## src/rtl/logic_gate_pipe_if.sv

```systemverilog
// Handshake bundle for logic_gate_pipe: operand/mode input side, result output side
// and the transfer counter.
interface logic_gate_pipe_if #(
  parameter int WIDTH   = 8,
  parameter int COUNT_W = 8
);
  logic               in_valid;
  logic               in_ready;
  logic [2:0]         mode;
  logic [WIDTH-1:0]   a;
  logic [WIDTH-1:0]   b;
  logic               out_valid;
  logic               out_ready;
  logic [WIDTH-1:0]   y;
  logic [COUNT_W-1:0] xfer_count;

  modport master (
    output in_valid, mode, a, b, out_ready,
    input  in_ready, out_valid, y, xfer_count
  );

  modport slave (
    input  in_valid, mode, a, b, out_ready,
    output in_ready, out_valid, y, xfer_count
  );
endinterface

```

## src/rtl/logic_gate_pipe.sv

```systemverilog
// WIDTH-bit mode-selectable bitwise gate followed by a STAGES-deep valid/ready
// pipeline whose bubbles collapse, plus a wrapping count of output handshakes.
module logic_gate_pipe #(
  parameter int WIDTH   = 8,
  parameter int STAGES  = 2,
  parameter int COUNT_W = 8
) (
  input  logic             clk,
  input  logic             rst_n,
  logic_gate_pipe_if.slave bus
);

  logic [STAGES-1:0]  vld_r;
  logic [WIDTH-1:0]   data_r [STAGES];
  logic [STAGES-1:0]  free_s;
  logic [WIDTH-1:0]   op_s;
  logic [COUNT_W-1:0] cnt_r;

  // Gate result computed on the raw operands; only captured on an input handshake.
  always_comb begin
    op_s = '0;
    case (bus.mode)
      3'b000:  op_s = ~bus.a;
      3'b001:  op_s = bus.a;
      3'b010:  op_s = bus.a & bus.b;
      3'b011:  op_s = bus.a | bus.b;
      3'b100:  op_s = bus.a ^ bus.b;
      3'b101:  op_s = ~(bus.a & bus.b);
      3'b110:  op_s = ~(bus.a | bus.b);
      3'b111:  op_s = ~(bus.a ^ bus.b);
      default: op_s = '0;
    endcase
  end

  // A stage is free unless it and every stage after it are full while the output stalls.
  always_comb begin : free_calc
    logic full_v;
    full_v = 1'b1;
    free_s = '0;
    for (int k = 0; k < STAGES; k++) begin
      full_v = 1'b1;
      for (int j = k; j < STAGES; j++) begin
        full_v = full_v & vld_r[j];
      end
      free_s[k] = bus.out_ready | ~full_v;
    end
  end

  // Pipeline advance; data only moves when its source is valid, valid bits always follow.
  always_ff @(posedge clk or negedge rst_n) begin
    if (!rst_n) begin
      vld_r <= '0;
      for (int k = 0; k < STAGES; k++) begin
        data_r[k] <= '0;
      end
    end else begin
      if (free_s[0]) begin
        vld_r[0] <= bus.in_valid;
        if (bus.in_valid) begin
          data_r[0] <= op_s;
        end
      end
      for (int k = 1; k < STAGES; k++) begin
        if (free_s[k]) begin
          vld_r[k] <= vld_r[k-1];
          if (vld_r[k-1]) begin
            data_r[k] <= data_r[k-1];
          end
        end
      end
    end
  end

  // Completed output handshakes, wrapping silently.
  always_ff @(posedge clk or negedge rst_n) begin
    if (!rst_n) begin
      cnt_r <= '0;
    end else if (vld_r[STAGES-1] && bus.out_ready) begin
      cnt_r <= cnt_r + COUNT_W'(1);
    end
  end

  assign bus.in_ready   = free_s[0];
  assign bus.out_valid  = vld_r[STAGES-1];
  assign bus.y          = data_r[STAGES-1];
  assign bus.xfer_count = cnt_r;

endmodule

```

## src/flat_wrapper.sv

```systemverilog
// flat-port wrapper written by rule: the top's interface ports become plain ports
module logic_gate_pipe_flat 
#(
  parameter int WIDTH   = 8,
  parameter int STAGES  = 2,
  parameter int COUNT_W = 8
)
  (clk, rst_n, bus_in_valid, bus_mode, bus_a, bus_b, bus_out_ready, bus_in_ready, bus_out_valid, bus_y, bus_xfer_count);
  logic_gate_pipe_if #(.WIDTH(WIDTH), .COUNT_W(COUNT_W)) bus_i ();
  input  logic clk;
  input  logic rst_n;
  input wire logic [$bits(bus_i.in_valid)-1:0] bus_in_valid;
  input wire logic [$bits(bus_i.mode)-1:0] bus_mode;
  input wire logic [$bits(bus_i.a)-1:0] bus_a;
  input wire logic [$bits(bus_i.b)-1:0] bus_b;
  input wire logic [$bits(bus_i.out_ready)-1:0] bus_out_ready;
  output wire logic [$bits(bus_i.in_ready)-1:0] bus_in_ready;
  output wire logic [$bits(bus_i.out_valid)-1:0] bus_out_valid;
  output wire logic [$bits(bus_i.y)-1:0] bus_y;
  output wire logic [$bits(bus_i.xfer_count)-1:0] bus_xfer_count;
  assign bus_i.in_valid = bus_in_valid;
  assign bus_i.mode = bus_mode;
  assign bus_i.a = bus_a;
  assign bus_i.b = bus_b;
  assign bus_i.out_ready = bus_out_ready;
  assign bus_in_ready = bus_i.in_ready;
  assign bus_out_valid = bus_i.out_valid;
  assign bus_y = bus_i.y;
  assign bus_xfer_count = bus_i.xfer_count;
  logic_gate_pipe #(.WIDTH(WIDTH), .STAGES(STAGES), .COUNT_W(COUNT_W)) u_core (.clk(clk), .rst_n(rst_n), .bus(bus_i));
endmodule
```

## config.mk

```make
export PLATFORM = sky130hd
export DESIGN_NAME = logic_gate_pipe_flat
export DESIGN_NICKNAME = d
export VERILOG_FILES = /design/src/rtl/logic_gate_pipe_if.sv /design/src/rtl/logic_gate_pipe.sv /design/src/flat_wrapper.sv
export SDC_FILE = /design/constraint.sdc
export NUM_CORES = 1
export LEC_CHECK = 0
export BUFFER_PORTS_ARGS = -buffer_cell sky130_fd_sc_hd__buf_2
export CAP_MARGIN = 20
export CELL_PAD_IN_SITES_DETAIL_PLACEMENT = 0
export CELL_PAD_IN_SITES_GLOBAL_PLACEMENT = 2
export CORE_MARGIN = 8
export CORE_UTILIZATION = 33
export CTS_CLUSTER_SIZE = 28
export DETAILED_ROUTE_END_ITERATION = 7
export HOLD_SLACK_MARGIN = 0.15
export PLACE_DENSITY = 0.81
export SETUP_SLACK_MARGIN = 0.4
export SKIP_LAST_GASP = 1
export SYNTH_ARGS = -nofsm -noshare
export SYNTH_HDL_FRONTEND = slang
export SYNTH_SLANG_ARGS = --single-unit
```

## constraint.sdc

```tcl
create_clock -name clk -period 1.4 [get_ports clk]
set_input_delay 0.21 -clock clk [delete_from_list [all_inputs] [get_ports clk]]
set_output_delay 0.21 -clock clk [all_outputs]
set_load 0.02 [all_outputs]
```

==> out/qor.yml, run 1 <==
hold_violations: 0
crit_required_ps: 1190
ys_warn_count: 0
clk_pin_slew_worst_paths_ps: 90
skew_ps: 1.47
fp-row-count: 27
clk_latency_ps: 260
timing.fmax_mhz: 830
critPathMaxFanout: 5
antenna_found_initial: 0
drtPass1Iterations: 4
hp-class: "input port to flip-flop"
grt_first_pass_wirelength_mm: 7.34
critPathArrivalTime_ps: 1000
overflow: 0
grt_start_max_net_pins: 27
switching_power_mw: 1.09
outcome: "finished clean"
whs_ps: 280
synth_cell_types: 42
ys_seq_area_frac: 0.340
cts_tree: "done"
cts_buffers: 3
switching_share: 0.342
area_delta_synth_final_pct: 42.9
syn_nets: 237
critPathLaunchType: "flip-flop"
setup_viol: 0
n_antenna_cell: 0
vias: 1610
final_cell_mix: "31 x buf_4, 24 x buf_6, 22 x dfrtp_1, 20 x buf_2, 15 x inv_1"
numPortBuffers: 40
start_util: 0.345
internal_power_mw: 2.10
track_usage: 0.102
grt_pass1_vias: 1598
nets: 303
syn_area_per_cell_um2: 9.70
core_um2: 5540
drc: 0
drt-total-wl_mm: 4.52
netlist_area_um2: 1910
max_slew_margin: 0.758
hpwl_mm: 3.23
die_w_um: 92.1
dp_slack_ps: -89.3
synthCells: 197
peakVddDrop_v: 0.000965
viasPerCell: 4.82
rsz0062_at_grt: "yes"
synthArstFlopShare: 1.00
synth-edff-count: 0
drive_gt1_frac: 0.454
synth-seq-cells: 26
die_h_um: 92.1
seq_power_share: 0.360
clock-root-buffer: "clkbuf_8"
synth_ff_type: "dfrtp_1"
drtAntennaViolNets: 0
final_common_cell: "buf_4"
ctsLongestPathBuffers: 2
tightest_slew_ps: 363
fin_ws_ps: 195
endpoint_kind: "primary output"
die-area_um2: 8490
clock_sinks: 26
slew_viol_final: 0
place.gp.congestion: 0.772
powerDensity_nw_per_um2: 1170
fin_crit_ps: 1210
cap_viol_max_count: 0
fin_crit_sh: 0.861
h-tree-depth: 1
worstSetupPathType: "flip-flop to primary output"
leakage_nw: 1.30
drt_iter0_drc: 38
comb_power_share: 0.491
ios: 41
wl_per_cell_um: 13.5
clkPwrFrac: 0.149
==> Yosys cell counts, types with 2 or more instances <==
cell       number  area [µm²]
mux2i_1         3        30.0
nor3b_1         2        15.0
o21ai_0         2        10.0
nand2_1        12        45.0
buf_6           3        33.8
a31oi_1         3        18.8
and2_1          2        12.5
nor4b_2         2        30.0
a21oi_1        10        50.1
dfrtp_1        26         651
nor2_1          8        30.0
xor2_1          2        17.5
a2bb2oi_1       3        26.3
inv_1          17        63.8
a221oi_1        3        26.3
mux2_2          9         101
ha_1           17         213
nor3_1          4        20.0
nand2b_1        7        43.8
nand3_1         4        20.0
xnor2_1         5        43.8
nor2b_1         3        18.8
a32o_1          3        30.0
buf_2           6        30.0
a22o_1         10        87.6
a22oi_1         6        45.0
buf_4          10        75.1
==> per-stage QoR <==
stage | instance area, µm² | util | power (mW) | cells | setup TNS [ps]
finish | 2730 | 0.493 | 3.19 | 334 | 0
global route | 2730 | 0.493 | 3.40 | 334 | 0
CTS | 2620 | 0.473 | 3.06 | 328 | 0
detailed placement | 2300 | 0.416 | 2.17 | 311 | -172
global placement | 2300 | 0.416 | 2.16 | 311 | -181
floorplan | 1980 | - | 1.90 | 197 | 0
==> path summary, 6_finish.rpt <==
path,cells after the start,startpoint,slack [ps],to
worst min register to register,1,u_core.data_r[15]$_DFFE_PN0P_,520,u_core.data_r[15]$_DFFE_PN0P_
worst min-delay path,2,bus_in_valid,280,u_core.vld_r[0]$_DFFE_PN0N_
min in group asynchronous,2,rst_n,420,u_core.bus.xfer_count[7]$_DFFE_PN0P_
worst max-delay path,2,u_core.vld_r[1]$_DFFE_PN0N_,190,bus_in_ready
worst max register to register,4,u_core.vld_r[1]$_DFFE_PN0N_,210,u_core.data_r[14]$_DFFE_PN0P_
max in group asynchronous,2,rst_n,700,u_core.bus.xfer_count[0]$_DFFE_PN0P_
==> metal layers <==
layer,global-route usage,wire [µm],part of all wire,up-vias
li1,-,-,-,824
met1,0.130,2100,0.47,757
met2,0.169,2180,0.48,27
met3,0.0196,215,0.048,2
met4,0.0322,24,0.0053,0
met5,0,0,0,-
==> registers in the layout, summed over array words and instances, names as in the netlist <==
register	flops
u_core.bus.y	8
u_core.data_r	8
u_core.vld_r	2
u_core.bus.xfer_count	8
==> power groups by stage <==
| stage | sequential (mW) | clock, mW | combinational (mW) |
|---|---|---|---|
| after floorplan | 1.22 | 0 | 0.681 |
| after global placement | 1.14 | 0 | 1.02 |
| after detailed placement | 1.14 | 0 | 1.03 |
| after CTS | 1.14 | 0.495 | 1.43 |
| after global routing | 1.17 | 0.524 | 1.70 |
| final | 1.15 | 0.476 | 1.56 |
==> what timing repair did <==
action | 4_1_cts | 5_1_grt
resized for setup | 44 | 15
setup buffers | 12 | 5
hold buffers | 1 | 0
cloned | 0 | 1
endpoints found under the hold margin | 26 | 0
endpoints found under the setup margin | 39 | 45
pin swaps | 2 | 3
==> cell families (layout without fill, tap and decap cells) <==
family / Yosys count / in the layout / synth area share
fa+ha+maj: 17 / 17 / 0.111
compound gates: 47 / 47 / 0.186
buf+inv: 37 / 101 / 0.108
xor+xnor: 7 / 7 / 0.0321
flops: 26 / 26 / 0.340
mux: 12 / 12 / 0.0687
simple gates: 51 / 52 / 0.154
==> cell type report <==
type                            count  area [µm²]
Fill cell                         535        2810
Multi-Input combinational cell    135        1190
Timing Repair Buffer               79         661
Sequential cell                    26         656
Tap cell                           72        90.1
Inverter                           18        80.1
Clock buffer                        4        55.1
==> critical path: stages (launching register included) <==
cell      delay [ps]
dfrtp_2          440
nand3b_1         150
buf_6            140
(Power assumes the default switching activity.)
==> run 2, diff against run 1 <==
- CORE_UTILIZATION: 33 -> 35
- CTS_BUF_LIST: unset -> sky130_fd_sc_hd__clkbuf_2 sky130_fd_sc_hd__clkbuf_4 sky130_fd_sc_hd__clkbuf_8
- PLACE_DENSITY: 0.81 -> 0.85
==> run 2 against run 1 <==
Cell count is 1.2% lower. Die area is 4.7% lower. Highest routed layer unchanged. Flip-flop and latch count did not move. Clock-buffer cell count stayed put. Largest cell class unchanged. Hold slack got worse by 7.3 ps. First-iteration DRC count is 140% higher. Routed wire length fell by 0.40%. Clock power about the same. Power is 0.72% lower.
==> out/qor.yml, run 2 (synthesized netlist as in run 1, its figures left out) <==
outcome: "finished clean"
dpl_cell_area_um2: 2280  # -1.2%
whs_path_depth: 3  # +1
powerDensity_nw_per_um2: 1160  # -0.76%
core_um2: 5410  # -2.4%
vias: 1621  # +0.68%
timing.fmax_mhz: 837  # +0.83%
viasPerCell: 4.91  # +1.9%
grt_start_max_net_pins: 27  # unchanged
critPathMaxFanout: 4  # -1
tightest_slew_ps: 363  # -0.313 ps
rr_endpoint: "u_core.bus.xfer_count[6]$_DFFE_PN0P_"
numPortBuffers: 40  # unchanged
track_usage: 0.105  # +0.00268
fin_ws_ps: 205  # +9.88 ps
fin_crit_ps: 1200  # -9.88 ps
setup_viol: 0  # unchanged
clock_sinks: 26  # unchanged
dp_slack_ps: -91.6  # -2.29 ps
post-route-cell-area_um2: 2730  # about the same
final_common_cell: "buf_4"
cts_buffers: 3  # unchanged
fp-row-count: 27  # unchanged
min_to: "u_core.bus.xfer_count[2]$_DFFE_PN0P_"
leakage_nw: 1.28  # -2.0%
power_mw: 3.16  # -0.72%
slew_viol_final: 0  # unchanged
hpwl_mm: 3.15  # -2.4%
hold_violations: 0  # unchanged
ios: 41  # unchanged
cts_tree: "done"
worstSetupPathType: "flip-flop to primary output"
cap_viol_max_count: 0  # unchanged
drtAntennaViolNets: 0  # unchanged
slowest_stage: "dfrtp_2"
rrSetupSlack_ps: 230  # +20 ps
slowest_delay_ps: 440  # about the same
clk_latency_ps: 260  # about the same
antenna_found_initial: 0  # unchanged
drt-total-wl_mm: 4.50  # -0.40%
die-area_um2: 8080  # -4.7%
clock-root-buffer: "clkbuf_8"
start_util: 0.354  # +0.00863
wl_per_cell_um: 13.6  # +0.81%
peakVddDrop_v: 0.000816  # -15%
ctsLongestPathBuffers: 2  # unchanged
drtPass1Iterations: 4  # unchanged
critPathArrivalTime_ps: 990  # about the same
overflow: 0  # unchanged
place.gp.congestion: 0.765  # -0.82%
drive_gt1_frac: 0.477  # +0.0225
skew_ps: 6.58  # +5.10 ps
final_core_util: 0.506  # +0.0126
max_slew_margin: 0.758  # about the same
setup_tns_ps: 0  # unchanged
critPathLaunchType: "flip-flop"
drc: 0  # unchanged
path_cells: "nand3b_1 > buf_6"
die_h_um: 89.9  # -2.4%
clk_pin_slew_worst_paths_ps: 90  # about the same
fillers: 505  # -5.6%
area_delta_synth_final_pct: 42.9  # about the same
critPathLaunch: "u_core.vld_r[1]$_DFFE_PN0N_"
crit_required_ps: 1190  # about the same
nets: 299  # -1.3%
h-tree-depth: 1  # unchanged
hp-class: "input port to flip-flop"
die_w_um: 89.9  # -2.4%
r2r_start: "u_core.bus.xfer_count[0]$_DFFE_PN0P_"
final_cell_mix: "30 x buf_4, 22 x buf_6, 22 x dfrtp_1, 18 x buf_2, 14 x inv_1"
grt_pass1_vias: 1546  # -3.3%
rsz0062_at_grt: "yes"
grt_first_pass_wirelength_mm: 7.22  # -1.6%
fin_crit_sh: 0.854  # -0.00705
drt_iter0_drc: 91  # +140%
n_antenna_cell: 0  # unchanged
endpoint_kind: "primary output"
reg2reg_depth: 5  # +1
worstHoldStart: "bus_out_ready"
-- run 2: per-stage QoR --
stage / hold slack (ps) / cells
after floorplan: -85.6 / 197
after global placement: 248 / 309
after detailed placement: 249 / 309
after CTS: 217 / 325
after global routing: 303 / 330
final: 273 / 330
-- run 2: worst max-delay path by stage --
stage | to | slack [ps] | cells past startpoint
after floorplan | u_core.data_r[14]$_DFFE_PN0P_ | 30 | 5
after global placement | u_core.data_r[8]$_DFFE_PN0P_ | -90 | 7
after detailed placement | u_core.data_r[8]$_DFFE_PN0P_ | -90 | 7
after CTS | bus_in_ready | 210 | 2
after global routing | u_core.bus.xfer_count[6]$_DFFE_PN0P_ | 150 | 5
final | bus_in_ready | 200 | 2
-- run 2: final cells by class --
class                   instances  area [µm²]  area share
well taps                      72        90.1      0.0330
inverters                      18        80.1      0.0293
multi-input cells             135        1230       0.450
flip-flops and latches         26         656       0.240
clock buffers                   4        55.1      0.0201
repair buffers                 75         623       0.228
-- run 2: power breakdown --
group          total (mW)  internal [mW]  switching (mW)
clock network       0.477          0.251           0.226
registers            1.14          0.959           0.182
logic                1.55          0.866           0.680
total                3.16           2.08            1.09
-- run 2: routing by layer --
| layer | track usage | up-vias | routed length [µm] |
|---|---|---|---|
| met5 | 0 | - | 0 |
| met2 | 0.173 | 35 | 2120 |
| li1 | - | 817 | - |
| met1 | 0.134 | 767 | 2160 |
| met3 | 0.0241 | 2 | 197 |
| met4 | 0.0250 | 0 | 28 |
-- run 2: critical path: cells and delay by family (launching register included) --
| family | cells | cell delay, ps |
|---|---|---|
| AND/OR/NAND/NOR | 1 | 150 |
| flip-flops | 1 | 440 |
| buffers and inverters | 1 | 140 |
-- run 2: timing repair --
action	CTS	global route
hold endpoints to repair	26	0
resized for setup	44	24
cloned	0	1
setup buffers	11	4
hold buffers	1	0
pin swaps	2	12
endpoints found under the setup margin	40	45
